`src/rtl/regfile_writeback.sv`:
```
// Register-file write-side master: arbitrates ALU results against buffered load returns
// onto the single write port and tracks destinations of outstanding loads for hazards.
module regfile_writeback #(
    parameter int unsigned XLEN     = 32,
    parameter int unsigned LQ_DEPTH = 2
) (
    input  logic            clk,
    input  logic            rst_n,
    input  logic            alu_valid,
    output logic            alu_ready,
    input  logic [4:0]      alu_rd,
    input  logic [XLEN-1:0] alu_data,
    input  logic            ld_issue,
    input  logic [4:0]      ld_issue_rd,
    input  logic            ld_valid,
    output logic            ld_ready,
    input  logic [4:0]      ld_rd,
    input  logic [XLEN-1:0] ld_data,
    output logic            rf_we,
    output logic [4:0]      rf_addr_rd,
    output logic [XLEN-1:0] rf_data_rd,
    input  logic [4:0]      chk_rs1,
    input  logic [4:0]      chk_rs2,
    output logic            hazard
);

    localparam int unsigned AW = (LQ_DEPTH > 1) ? $clog2(LQ_DEPTH) : 1;

    logic [XLEN-1:0] lq_data_q [LQ_DEPTH];
    logic [4:0]      lq_rd_q   [LQ_DEPTH];
    logic [AW:0]     wptr_q, rptr_q;
    logic [31:0]     pending_q, pending_d;
    logic            rf_we_q;
    logic [4:0]      rf_addr_q;
    logic [XLEN-1:0] rf_data_q;

    logic            full, empty, push, pop, alu_win;
    logic [4:0]      head_rd, win_rd;
    logic [XLEN-1:0] head_data, win_data;

    // Pointers carry one extra wrap bit so full and empty are distinguishable.
    assign full  = (wptr_q[AW] != rptr_q[AW]) && (wptr_q[AW-1:0] == rptr_q[AW-1:0]);
    assign empty = (wptr_q == rptr_q);

    assign ld_ready  = !full;
    assign alu_ready = !full;
    assign push      = ld_valid && !full;
    assign alu_win   = alu_valid && !full;
    // A full queue always drains first; otherwise loads only use idle ALU slots.
    assign pop       = full || (!alu_valid && !empty);

    assign head_rd   = lq_rd_q[rptr_q[AW-1:0]];
    assign head_data = lq_data_q[rptr_q[AW-1:0]];
    assign win_rd    = pop ? head_rd : alu_rd;
    assign win_data  = pop ? head_data : alu_data;

    assign hazard = pending_q[chk_rs1] | pending_q[chk_rs2];

    always_comb begin
        pending_d = pending_q;
        if (pop && (head_rd != 5'd0)) begin
            pending_d[head_rd] = 1'b0;
        end
        // Applied after the clear so a same-cycle reissue keeps the bit set.
        if (ld_issue && (ld_issue_rd != 5'd0)) begin
            pending_d[ld_issue_rd] = 1'b1;
        end
        pending_d[0] = 1'b0;
    end

    always_ff @(posedge clk) begin
        if (push) begin
            lq_rd_q[wptr_q[AW-1:0]]   <= ld_rd;
            lq_data_q[wptr_q[AW-1:0]] <= ld_data;
        end
    end

    always_ff @(posedge clk or negedge rst_n) begin
        if (!rst_n) begin
            wptr_q    <= '0;
            rptr_q    <= '0;
            pending_q <= '0;
            rf_we_q   <= 1'b0;
            rf_addr_q <= '0;
            rf_data_q <= '0;
        end else begin
            pending_q <= pending_d;
            if (push) begin
                wptr_q <= wptr_q + (AW+1)'(1);
            end
            if (pop) begin
                rptr_q <= rptr_q + (AW+1)'(1);
            end
            if (alu_win || pop) begin
                rf_we_q   <= (win_rd != 5'd0);
                rf_addr_q <= win_rd;
                rf_data_q <= win_data;
            end else begin
                rf_we_q <= 1'b0;
            end
        end
    end

    assign rf_we      = rf_we_q;
    assign rf_addr_rd = rf_addr_q;
    assign rf_data_rd = rf_data_q;

endmodule
```
`config.mk`:
```
export PLATFORM = sky130hd
export DESIGN_NAME = regfile_writeback
export DESIGN_NICKNAME = d
export VERILOG_FILES = /design/src/rtl/regfile_writeback.sv
export SDC_FILE = /design/constraint.sdc
export NUM_CORES = 1
export LEC_CHECK = 0
export CAP_MARGIN = 30
export CORE_MARGIN = 2
export CORE_UTILIZATION = 57
export CTS_BUF_LIST = sky130_fd_sc_hd__clkbuf_4
export CTS_CLUSTER_DIAMETER = 120
export CTS_CLUSTER_SIZE = 30
export DETAILED_ROUTE_END_ITERATION = 16
export PLACE_DENSITY = 0.95
export SETUP_SLACK_MARGIN = 0.5
export SYNTH_ARGS = -nofsm -noshare
export SYNTH_HDL_FRONTEND = slang
export SYNTH_SLANG_ARGS = --single-unit
```
`constraint.sdc`:
```
create_clock -name clk -period 6.64 [get_ports clk]
set_clock_uncertainty 0.05 [all_clocks]
set_input_delay 0.996 -clock clk [delete_from_list [all_inputs] [get_ports clk]]
set_output_delay 0.996 -clock clk [all_outputs]
set_load 0.05 [all_outputs]
```
==> results.txt, run 1 <==
Top library cells by usage in the layout, fill and taps aside: sky130_fd_sc_hd__clkdlybuf4s50_1 (133), sky130_fd_sc_hd__edfxtp_1 (74), sky130_fd_sc_hd__dfrtp_1 (72)
Worst min-delay path class: flip-flop to flip-flop
Clock period minus final worst setup slack: 4.80 ns
Fraction of final layout cells with drive strength greater than 1: 0.0978
Post-layout nets: 715
Leading area contributor after synthesis: sky130_fd_sc_hd__edfxtp_1
P_leak: 3.04 nW
Unique cell type count in the Yosys netlist: 42
Hold slack final: 0.452 ns
Clk Latency, worst-skew pair: 0.56 ns
Initial antenna violation count: 0
Top cell type's share of synthesized area: 0.343
Synth warn: 0
Clock slew at the register clock pins of the worst setup and hold paths: 0.11 ns
Start point of the worst hold path: rf_addr_rd[4]$_DFFE_PN0P_
TritonCTS Sinks: 147
Average instance area after synthesis: 13.2 um^2
Gr ovfl total: 0
Routability cong.: 0.957
Share of synthesized registers carrying an async set or reset: 0.497
Run status: complete, no violations
Final total negative setup slack: 0 ns
Ranking of synthesized cells by area: sky130_fd_sc_hd__edfxtp_1 (34%), sky130_fd_sc_hd__dfrtp_1 (28%), sky130_fd_sc_hd__mux2i_1 (6.6%)
Hold_buf cts: 0
Type of destination of the critical path: output port
DP Wirelength: 11100 um
Slew @ Worst Pin: 0.987 ns
Max Transition Viols Final: 0
Cells on worst reg2reg path: 6
Setup ws final: 1.84 ns
Startpoint of the most critical register-to-register path: wptr_q[0]$_DFFE_PN0N_
Hold endpoint: rf_addr_rd[4]$_DFFE_PN0P_
Number of max-cap violations: 0
Fraction of the yosys area taken by sequential cells: 0.625
Crit path largest cell delay: 0.80 ns
DRC violation total after the first TritonRoute iteration: 438
RSZ-0062 raised after global routing: no
Area growth syn-to-layout: 26.8%
Detail-routed net length per standard cell: 20.9 um
Die area: 0.0122 mm^2
Worst-case register-to-register setup slack: 3.35 ns
Vertical die dimension: 111 um
Critical path class: primary input to output port
Number of synthesized register bits: 147
Diode insertion count for antenna repair: 0
Library cell used as clock root buffer: sky130_fd_sc_hd__clkbuf_4
Clock tree from TritonCTS: done
Most common cell after layout, fill and taps aside: sky130_fd_sc_hd__clkdlybuf4s50_1
DRC violation count after routing: 0
Maximum buffer depth of the clock tree: 2
Netlist area before placement: 0.00648 mm^2
Pre-CTS setup slack: 1.87 ns
Detail Route Antenna Nets: 0
I/O pin total: 135
Number of port buffers: 134
Detailed-router iteration count before antenna repair: 7
CP max FO: 10
Cts repair resizes: 0
Overall routed net length: 16200 um
Placement row count: 38
Most Frequent Cell on Critical Path: sky130_fd_sc_hd__clkdlybuf4s50_1
Final-report hold violation count: 0
Width of the die: 111 um
Number of buffers inserted during clock tree synthesis: 17
Number of enable-type register cells in the synthesized netlist: 74
Startpoint kind of the worst setup timing path: primary input
Max rail drop VDD: 481 uV
Power density over cell area: 511 mW/mm^2
Power Total: 0.00420 W
Final Cycle Share: 0.723
Initial cell density of the core: 0.590
Via count: 4821
Mapped Cells: 490
Master of the slowest instance on the critical path: sky130_fd_sc_hd__clkdlybuf4s50_1
Number of cells on the worst hold path: 2
Overall Global Routing Usage: 0.273
Maximum clock frequency: 0.208 GHz
Headroom to the max-slew limit: 0.328
Final count of negative-setup-slack endpoints: 0
Number of global-route vias before repair: 5120
Critical Path AT: 3.76 ns
Required time at the endpoint of the critical path: 5.59 ns
Area of the core: 0.0110 mm^2
Reg2reg end: pending_q[29]$_DFF_PN0_
Pin count of the biggest net entering global routing: 74
Top FF cell, synth: sky130_fd_sc_hd__edfxtp_1
Via-to-Cell Ratio: 6.23
Wire length of the first global-routing pass: 25800 um
Postcts setup bufs: 0
Critical path, cell by cell: clkdlybuf4s50_1 > mux4_2 > mux2_2 > a31oi_1 > nand4_1 > clkdlybuf4s50_1
Syn nets: 584
Number of levels the H-tree was split into: 4
[cell usage after synthesis (4+ instances only)]
master / n
sky130_fd_sc_hd__mux4_2: 11
sky130_fd_sc_hd__clkbuf_1: 4
sky130_fd_sc_hd__edfxtp_1: 74
sky130_fd_sc_hd__a211oi_1: 32
sky130_fd_sc_hd__mux2i_1: 43
sky130_fd_sc_hd__mux2_2: 7
sky130_fd_sc_hd__nand2_1: 24
sky130_fd_sc_hd__nand3_1: 8
sky130_fd_sc_hd__buf_6: 5
sky130_fd_sc_hd__o21ai_1: 15
sky130_fd_sc_hd__dfrtp_1: 73
sky130_fd_sc_hd__nor2_1: 39
sky130_fd_sc_hd__nor2b_1: 8
sky130_fd_sc_hd__o21ai_0: 56
sky130_fd_sc_hd__buf_2: 15
sky130_fd_sc_hd__nor3b_1: 32
[flip-flops by register name, summed over array words and instances, names as in the netlist]
register,count
lq_rd_q,10
rf_data_rd,32
rf_addr_rd,5
lq_data_q,64
rptr_q,2
wptr_q,2
rf_we,1
pending_q,31
[stage by stage]
stage,util,std cells,cell area (um^2)
after floorplan,-,490,6480
after global placement,0.716,741,7860
after detailed placement,0.718,742,7880
after CTS,0.748,774,8210
after global routing,0.748,774,8210
final,0.748,774,8210
[power by group]
part / switching, W / internal, W / total [W]
Sequential: 0.000216 / 0.00136 / 0.00158
Combinational: 0.00128 / 0.000700 / 0.00198
Clock: 0.000304 / 0.000340 / 0.000643
[how the worst max path moves through the flow]
stage / from / endpoint / slack, ns
CTS: chk_rs1[0] / hazard / 1.86
finish: chk_rs1[0] / hazard / 1.84
floorplan: chk_rs2[0] / hazard / 3.00
global route: chk_rs1[0] / hazard / 1.73
global placement: chk_rs1[0] / hazard / 1.98
detailed placement: chk_rs1[0] / hazard / 1.87
[per-layer routing]
| layer | vias to the layer above | global-route usage | share of wire |
|---|---|---|---|
| met5 | - | 0 | 0 |
| li1 | 2120 | - | - |
| met3 | 46 | 0.0834 | 0.084 |
| met1 | 2396 | 0.315 | 0.36 |
| met2 | 259 | 0.462 | 0.52 |
| met4 | 0 | 0.138 | 0.037 |
[final cells by class]
type | count | area, um^2
multi-input combinational | 314 | 2260
timing repair buffer | 138 | 1380
tap | 140 | 175
inverter | 3 | 11.3
sequential | 147 | 4050
clock inverter | 13 | 188
fill | 681 | 2770
clock buffer | 19 | 143
[cell families after synthesis]
family / share of synthesized area
AO/OA/AOI/OAI: 0.105
XOR/XNOR: 0.00928
buffers and inverters: 0.0267
flip-flops: 0.625
multiplexers: 0.120
AND/OR/NAND/NOR: 0.114
[critical path, delay by kind of cell]
family	cells	cell delay (ns)
AOI/OAI and AO/OA	1	0.25
buffers and inverters	2	1.51
muxes	2	0.86
and+or+nand+nor	1	0.13
Power figures use the tool's default switching activity.
==> run 2: changes to the inputs <==
--- a/config.mk
+++ b/config.mk
@@ -7,12 +7,12 @@
 export LEC_CHECK = 0
 export CAP_MARGIN = 30
 export CORE_MARGIN = 2
-export CORE_UTILIZATION = 57
+export CORE_UTILIZATION = 53
 export CTS_BUF_LIST = sky130_fd_sc_hd__clkbuf_4
 export CTS_CLUSTER_DIAMETER = 120
 export CTS_CLUSTER_SIZE = 30
 export DETAILED_ROUTE_END_ITERATION = 16
-export PLACE_DENSITY = 0.95
+export PLACE_DENSITY = 0.92
 export SETUP_SLACK_MARGIN = 0.5
 export SYNTH_ARGS = -nofsm -noshare
 export SYNTH_HDL_FRONTEND = slang
==> constraint.sdc (replaced) <==
create_clock -name clk -period 4.5 [get_ports clk]
set_clock_uncertainty 0.05 [all_clocks]
set_input_delay 0.675 -clock clk [delete_from_list [all_inputs] [get_ports clk]]
set_output_delay 0.675 -clock clk [all_outputs]
set_load 0.05 [all_outputs]
==> run 2 against run 1 <==
Against the previous run: sequential cell count did not move; core utilization fell by 6.1 points; sequential power grew 46%; global-route usage decreased by 2.0 points; first-iteration DRC count down 15%; clock-buffer cell count grew 1; non-clock buffer count up 3; worst hold slack worse by 0.43 ns; setup slack worse by 1.2 ns; final cell count up 1.3%; wire length fell by 1.7%; largest cell class unchanged; largest power group unchanged.
==> results.txt, run 2 (synthesis results as in run 1) <==
Non-Filler Instances: 784 (+1.3%)
Worst min-delay path class: primary input to asynchronous set/reset pin
Number of max-cap violations: 0 (unchanged)
Critical path, cell by cell: clkdlybuf4s50_1 > mux4_2 > inv_1 > a2111oi_0 > a31oi_1 > nand4_1 > clkdlybuf4s50_1
Via count: 4721 (-2.1%)
Clock period minus final worst setup slack: 3.90 ns
Placement row count: 40 (+5.3%)
Clock tree from TritonCTS: done
Critical path class: primary input to output port
Number of global-route vias before repair: 4927 (-3.8%)
Max reg flops: 64 (unchanged)
I/O pin total: 135 (unchanged)
Required time at the endpoint of the critical path: 3.77 ns (-1.82 ns)
Cell area after layout: 0.00821 mm^2 (about the same)
Most common cell after layout, fill and taps aside: sky130_fd_sc_hd__clkdlybuf4s50_1
Master of the slowest instance on the critical path: sky130_fd_sc_hd__clkdlybuf4s50_1
Final count of negative-setup-slack endpoints: 0 (unchanged)
Max Transition Viols Final: 0 (unchanged)
Final-report hold violation count: 0 (unchanged)
Area taken by multi-input logic gates: 0.00226 mm^2 (unchanged)
Post-layout nets: 718 (+0.42%)
Initial cell density of the core: 0.541 (-0.0482)
Hold_buf cts: 0 (unchanged)
Library cell used as clock root buffer: sky130_fd_sc_hd__clkbuf_4
Detail Route Antenna Nets: 0 (unchanged)
Maximum buffer depth of the clock tree: 2 (unchanged)
Final total negative setup slack: 0 ns (unchanged)
Diode insertion count for antenna repair: 0 (unchanged)
Critical Path AT: 3.17 ns (-0.59 ns)
Overall routed net length: 15900 um (-1.7%)
Wire length of the first global-routing pass: 25100 um (-2.5%)
Overall Global Routing Usage: 0.253 (-0.0196)
FF/Latch Area: 0.00405 mm^2 (unchanged)
Type of destination of the critical path: output port
P_leak: 3.03 nW (-0.37%)
Clock slew at the register clock pins of the worst setup and hold paths: 0.13 ns (+0.02 ns)
Width of the die: 115 um (+3.6%)
Startpoint kind of the worst setup timing path: primary input
Slew @ Worst Pin: 0.986 ns (-0.00138 ns)
Final Cycle Share: 0.866
DRC violation count after routing: 0 (unchanged)
Filler cells: 821 (+21%)
Initial antenna violation count: 0 (unchanged)
Clk Latency, worst-skew pair: 0.52 ns (-0.04 ns)
Die area: 0.0131 mm^2 (+7.3%)
Detail-routed net length per standard cell: 20.3 um (-2.9%)
Gr ovfl total: 0 (unchanged)
Final core occ: 0.686 (-0.0615)
Area of the core: 0.0120 mm^2 (+8.9%)
Via-to-Cell Ratio: 6.02 (-3.3%)
Hold slack final: 0.0249 ns (-0.427 ns)
Maximum clock frequency: 0.257 GHz
Top library cells by usage in the layout, fill and taps aside: sky130_fd_sc_hd__clkdlybuf4s50_1 (131), sky130_fd_sc_hd__edfxtp_1 (74), sky130_fd_sc_hd__dfrtp_1 (72)
Run status: complete, no violations
Most Frequent Cell on Critical Path: sky130_fd_sc_hd__clkdlybuf4s50_1
Max rail drop VDD: 598 uV (+24%)
Fraction of final layout cells with drive strength greater than 1: 0.105 (+0.00739)
Placement Cell Area: 0.00791 mm^2 (+0.30%)
DP Wirelength: 11100 um (+0.24%)
DRC violation total after the first TritonRoute iteration: 371 (-15%)
Placed insts: 751 (+1.2%)
TritonCTS Sinks: 147 (unchanged)
Number of buffers inserted during clock tree synthesis: 17 (unchanged)
CP max FO: 10 (unchanged)
Crit path largest cell delay: 0.80 ns (about the same)
Routability cong.: 0.841 (-12%)
RSZ-0062 raised after global routing: no
Number of port buffers: 134 (unchanged)
Cts repair resizes: 1 (+1)
Vertical die dimension: 115 um (+3.6%)
Power density over cell area: 737 mW/mm^2 (+44%)
Headroom to the max-slew limit: 0.343 (+0.0150)
Postcts setup bufs: 0 (unchanged)
Detailed-router iteration count before antenna repair: 5 (-2)
Number of levels the H-tree was split into: 4 (unchanged)
Pin count of the biggest net entering global routing: 74 (unchanged)
Area growth syn-to-layout: 26.7% (about the same)
==> run 2: changes by cell type in the layout (fill, tap and decap cells not counted), moves of 2 or more <==
cell and delta:
sky130_fd_sc_hd__clkinv_1 -2, sky130_fd_sc_hd__bufinv_16 -3, sky130_fd_sc_hd__inv_6 +2, sky130_fd_sc_hd__inv_4 -2, sky130_fd_sc_hd__buf_4 +2, sky130_fd_sc_hd__clkinvlp_4 +4
sky130_fd_sc_hd__clkdlybuf4s50_1 -2, sky130_fd_sc_hd__inv_2 -2
==> run 2: metal layers <==
layer / wire, um / vias to the layer above / GRT usage
met5: 0 / - / 0
met4: 355 / 0 / 0.0870
li1: - / 2120 / -
met2: 8080 / 229 / 0.432
met1: 6290 / 2342 / 0.319
met3: 1210 / 30 / 0.0598
==> run 2: where the power goes <==
| part | switching [W] | internal, W | total, W |
|---|---|---|---|
| Combinational | 0.00187 | 0.00106 | 0.00293 |
| Clock | 0.000458 | 0.000349 | 0.000807 |
| Sequential | 0.000308 | 0.00200 | 0.00231 |
| Total | 0.00264 | 0.00341 | 0.00605 |
==> run 2: stage by stage <==
stage,total power [W],setup slack (ns)
5_1_grt,0.00638,0.533
6_report,0.00605,0.604
4_1_cts,0.00607,0.521
2_1_floorplan,0.00436,1.06
3_3_place_gp,0.00512,0.437
3_5_place_dp,0.00527,0.433
==> run 2: worst max-delay path: cells and delay by family <==
kind	cells	cell delay [ns]
compound gates	2	0.52
simple gates	1	0.10
mux	1	0.28
buf+inv	3	1.59
==> run 2: final cells by class <==
cell class | instances | share of cell area
sequential | 147 | 0.493
clock inverter | 12 | 0.0160
tap | 147 | 0.0224
clock buffer | 20 | 0.0183
inverter | 3 | 0.00137
timing repair buffer | 141 | 0.173
multi-input combinational | 314 | 0.276
==> run 2: final timing paths <==
kind,start,end,slack [ns],depth (start not counted)
setup reg to reg,rptr_q[0]$_DFFE_PN0N_,pending_q[30]$_DFF_PN0_,2.09,5
hold reg to reg,rf_addr_rd[4]$_DFFE_PN0P_,rf_addr_rd[4]$_DFFE_PN0P_,0.44,2
max in group asynchronous,rst_n,rptr_q[0]$_DFFE_PN0N_,3.75,2
min in group clk,rf_addr_rd[4]$_DFFE_PN0P_,rf_addr_rd[4]$_DFFE_PN0P_,0.44,2
setup / recovery,chk_rs1[1],hazard,0.60,7
hold / removal,rst_n,rf_data_rd[31]$_DFFE_PN0P_,0.02,1
==> run 3: changes to the inputs <==
--- a/config.mk
+++ b/config.mk
@@ -6,7 +6,6 @@
 export NUM_CORES = 1
 export LEC_CHECK = 0
 export CAP_MARGIN = 30
-export CORE_MARGIN = 2
 export CORE_UTILIZATION = 53
 export CTS_BUF_LIST = sky130_fd_sc_hd__clkbuf_4
 export CTS_CLUSTER_DIAMETER = 120
==> run 3 against run 2 <==
Against the previous run: power is 0.40% lower; sequential share of layout area is essentially flat; final cell count unchanged; final area hardly changed; sequential power is essentially flat; core utilization barely moved; non-clock buffer count is the same; wire length fell by 0.16%; critical path type unchanged; clock-buffer cell count decreased by 3; clock power is 3.5% lower; register-to-register slack lost 0.04 ns.
==> results.txt, run 3 (synthesis results as in run 1) <==
Run status: complete, no violations
Detailed-router iteration count before antenna repair: 5 (unchanged)
DRC violation count after routing: 0 (unchanged)
Via count: 4752 (+0.66%)
Via-to-Cell Ratio: 6.06 (+0.66%)
Max Transition Viols Final: 0 (unchanged)
Placed insts: 750 (-0.13%)
Headroom to the max-slew limit: 0.352 (+0.00961)
Critical Path AT: 3.09 ns (-0.08 ns)
Clock period minus final worst setup slack: 3.81 ns (-0.0851 ns)
Overall Global Routing Usage: 0.264 (+0.0104)
Final-report hold violation count: 0 (unchanged)
Vertical die dimension: 113 um (-1.7%)
Switching component of the power: 0.00269 W (+2.0%)
Power density over cell area: 734 mW/mm^2 (-0.42%)
TritonCTS Sinks: 147 (unchanged)
I/O pin total: 135 (unchanged)
Number of max-cap violations: 0 (unchanged)
Final count of negative-setup-slack endpoints: 0 (unchanged)
Pin count of the biggest net entering global routing: 74 (unchanged)
Library cell used as clock root buffer: sky130_fd_sc_hd__clkbuf_4
Required time at the endpoint of the critical path: 3.77 ns (about the same)
DRC violation total after the first TritonRoute iteration: 379 (+2.2%)
Final total negative setup slack: 0 ns (unchanged)
Fraction of final layout cells with drive strength greater than 1: 0.102 (-0.00314)
Clock tree from TritonCTS: done
Detail Route Antenna Nets: 0 (unchanged)
Die area: 0.0127 mm^2 (-3.5%)
Startpoint kind of the worst setup timing path: primary input
Maximum buffer depth of the clock tree: 2 (unchanged)
Startpoint of the most critical register-to-register path: wptr_q[0]$_DFFE_PN0N_
Worst min-delay path class: primary input to asynchronous set/reset pin
Final Cycle Share: 0.847 (-0.0189)
Wire length of the first global-routing pass: 25100 um (-0.27%)
Cells on worst reg2reg path: 5 (unchanged)
FF/Latch Area: 0.00405 mm^2 (unchanged)
Gr ovfl total: 0 (unchanged)
Comb power frac: 0.487 (+0.002)
Type of destination of the critical path: output port
Number of port buffers: 134 (unchanged)
Clock network fraction of design power: 0.129 (-0.004)
Number of levels the H-tree was split into: 4 (unchanged)
Final core occ: 0.686 (about the same)
Slew @ Worst Pin: 0.972 ns (-0.0144 ns)
Area growth syn-to-layout: 26.8% (about the same)
Area taken by multi-input logic gates: 0.00226 mm^2 (unchanged)
CP max FO: 10 (unchanged)
Max reg flops: 64 (unchanged)
Area of the core: 0.0120 mm^2 (unchanged)
Diode insertion count for antenna repair: 0 (unchanged)
Critical path class: primary input to output port
Initial cell density of the core: 0.541 (unchanged)
RSZ-0062 raised after global routing: no
Sequential group share of total power: 0.383 (about the same)
DP Wirelength: 10700 um (-3.2%)
Width of the die: 113 um (-1.7%)
Max rail drop VDD: 733 uV (+23%)
P_leak: 3.02 nW (about the same)
Non-Filler Instances: 784 (unchanged)
Routability cong.: 0.944 (+12%)
Number of global-route vias before repair: 4934 (+0.14%)
Initial antenna violation count: 0 (unchanged)
Placement row count: 40 (unchanged)
Switching power share of the total: 0.447 (+0.0104)
Worst-case register-to-register setup slack: 2.05 ns (-0.04 ns)
Detail-routed net length per standard cell: 20.3 um (-0.16%)
Overall routed net length: 15900 um (-0.16%)
Post-layout nets: 718 (unchanged)
Number of buffers inserted during clock tree synthesis: 17 (unchanged)
Postcts setup bufs: 0 (unchanged)
Clock slew at the register clock pins of the worst setup and hold paths: 0.14 ns (about the same)
Reg2reg end: rf_data_rd[30]$_DFFE_PN0P_
Most common cell after layout, fill and taps aside: sky130_fd_sc_hd__clkdlybuf4s50_1
Maximum clock frequency: 0.262 GHz (+2.2%)
Filler cells: 823 (+0.24%)
First element of the critical path: chk_rs1[0]
Top library cells by usage in the layout, fill and taps aside: sky130_fd_sc_hd__clkdlybuf4s50_1 (130), sky130_fd_sc_hd__edfxtp_1 (74), sky130_fd_sc_hd__dfrtp_1 (72)
Clk Latency, worst-skew pair: 0.54 ns (+0.02 ns)
Int Pwr: 0.00333 W (-2.2%)
## run 3: changes by cell type in the layout (fill, tap and decap cells not counted), sizes merged
cell           before  now
clkdlybuf4s15       0    1
clkinv              4    6
inv                 5    6
clkdlybuf4s50     131  130
buf                 8    7
clkinvlp            4    5
bufinv              2    1
dlygate4sd3         0    1
clkbuf             20   17
dlygate4sd2         1    0
dlymetal6s2s        1    2
## run 3: what timing repair did
action / CTS / global route
endpoints found under the setup margin: 1 / 1
pin swaps: 0 / 0
endpoints found under the hold margin: 0 / 3
resized for setup: 1 / 3
hold buffers: 0 / 1
## run 3: layer usage
layer / wire (um) / GRT usage
met5: 0 / 0
met4: 435 / 0.116
met3: 1400 / 0.0810
met2: 7980 / 0.435
met1: 6100 / 0.321
## run 3: power groups by stage
stage	clock network (W)	registers (W)	logic, W
after floorplan	0	0.00281	0.00155
after global placement	0	0.00229	0.00279
after detailed placement	0	0.00233	0.00291
after CTS	0.000792	0.00230	0.00293
after global routing	0.000848	0.00236	0.00312
final	0.000779	0.00231	0.00294
## run 3: cell type report
cell class / count / area share
clock inverters: 15 / 0.0163
flip-flops and latches: 147 / 0.493
well taps: 147 / 0.0224
multi-input cells: 314 / 0.276
repair buffers: 141 / 0.175
inverters: 3 / 0.00137
clock buffers: 17 / 0.0155
## run 3: per-stage QoR
step / hold slack (ns) / setup slack (ns) / area (um^2) / total power (W)
after floorplan: 0.329 / 1.06 / 6480 / 0.00436
after global placement: 0.409 / 0.471 / 7880 / 0.00508
after detailed placement: 0.417 / 0.353 / 7910 / 0.00524
after CTS: 0.207 / 0.520 / 8170 / 0.00603
after global routing: 0.360 / 0.529 / 8210 / 0.00632
final: 0.393 / 0.689 / 8210 / 0.00602
## run 3: how the worst max path moves through the flow
stage / endpoint / slack (ns) / depth (start not counted)
floorplan: lq_data_q[0][0]$_DFFE_PP_ / 1.06 / 4
global placement: hazard / 0.47 / 7
detailed placement: hazard / 0.35 / 7
CTS: hazard / 0.52 / 7
global route: hazard / 0.53 / 7
finish: hazard / 0.69 / 7
## run 3: worst max-delay path, cell delays in order
cell	delay [ns]
sky130_fd_sc_hd__clkdlybuf4s15_1	0.51
sky130_fd_sc_hd__mux4_2	0.57
sky130_fd_sc_hd__and4b_1	0.20
sky130_fd_sc_hd__a31oi_1	0.14
sky130_fd_sc_hd__and4_1	0.21
sky130_fd_sc_hd__nand4_1	0.07
sky130_fd_sc_hd__clkdlybuf4s50_1	0.71
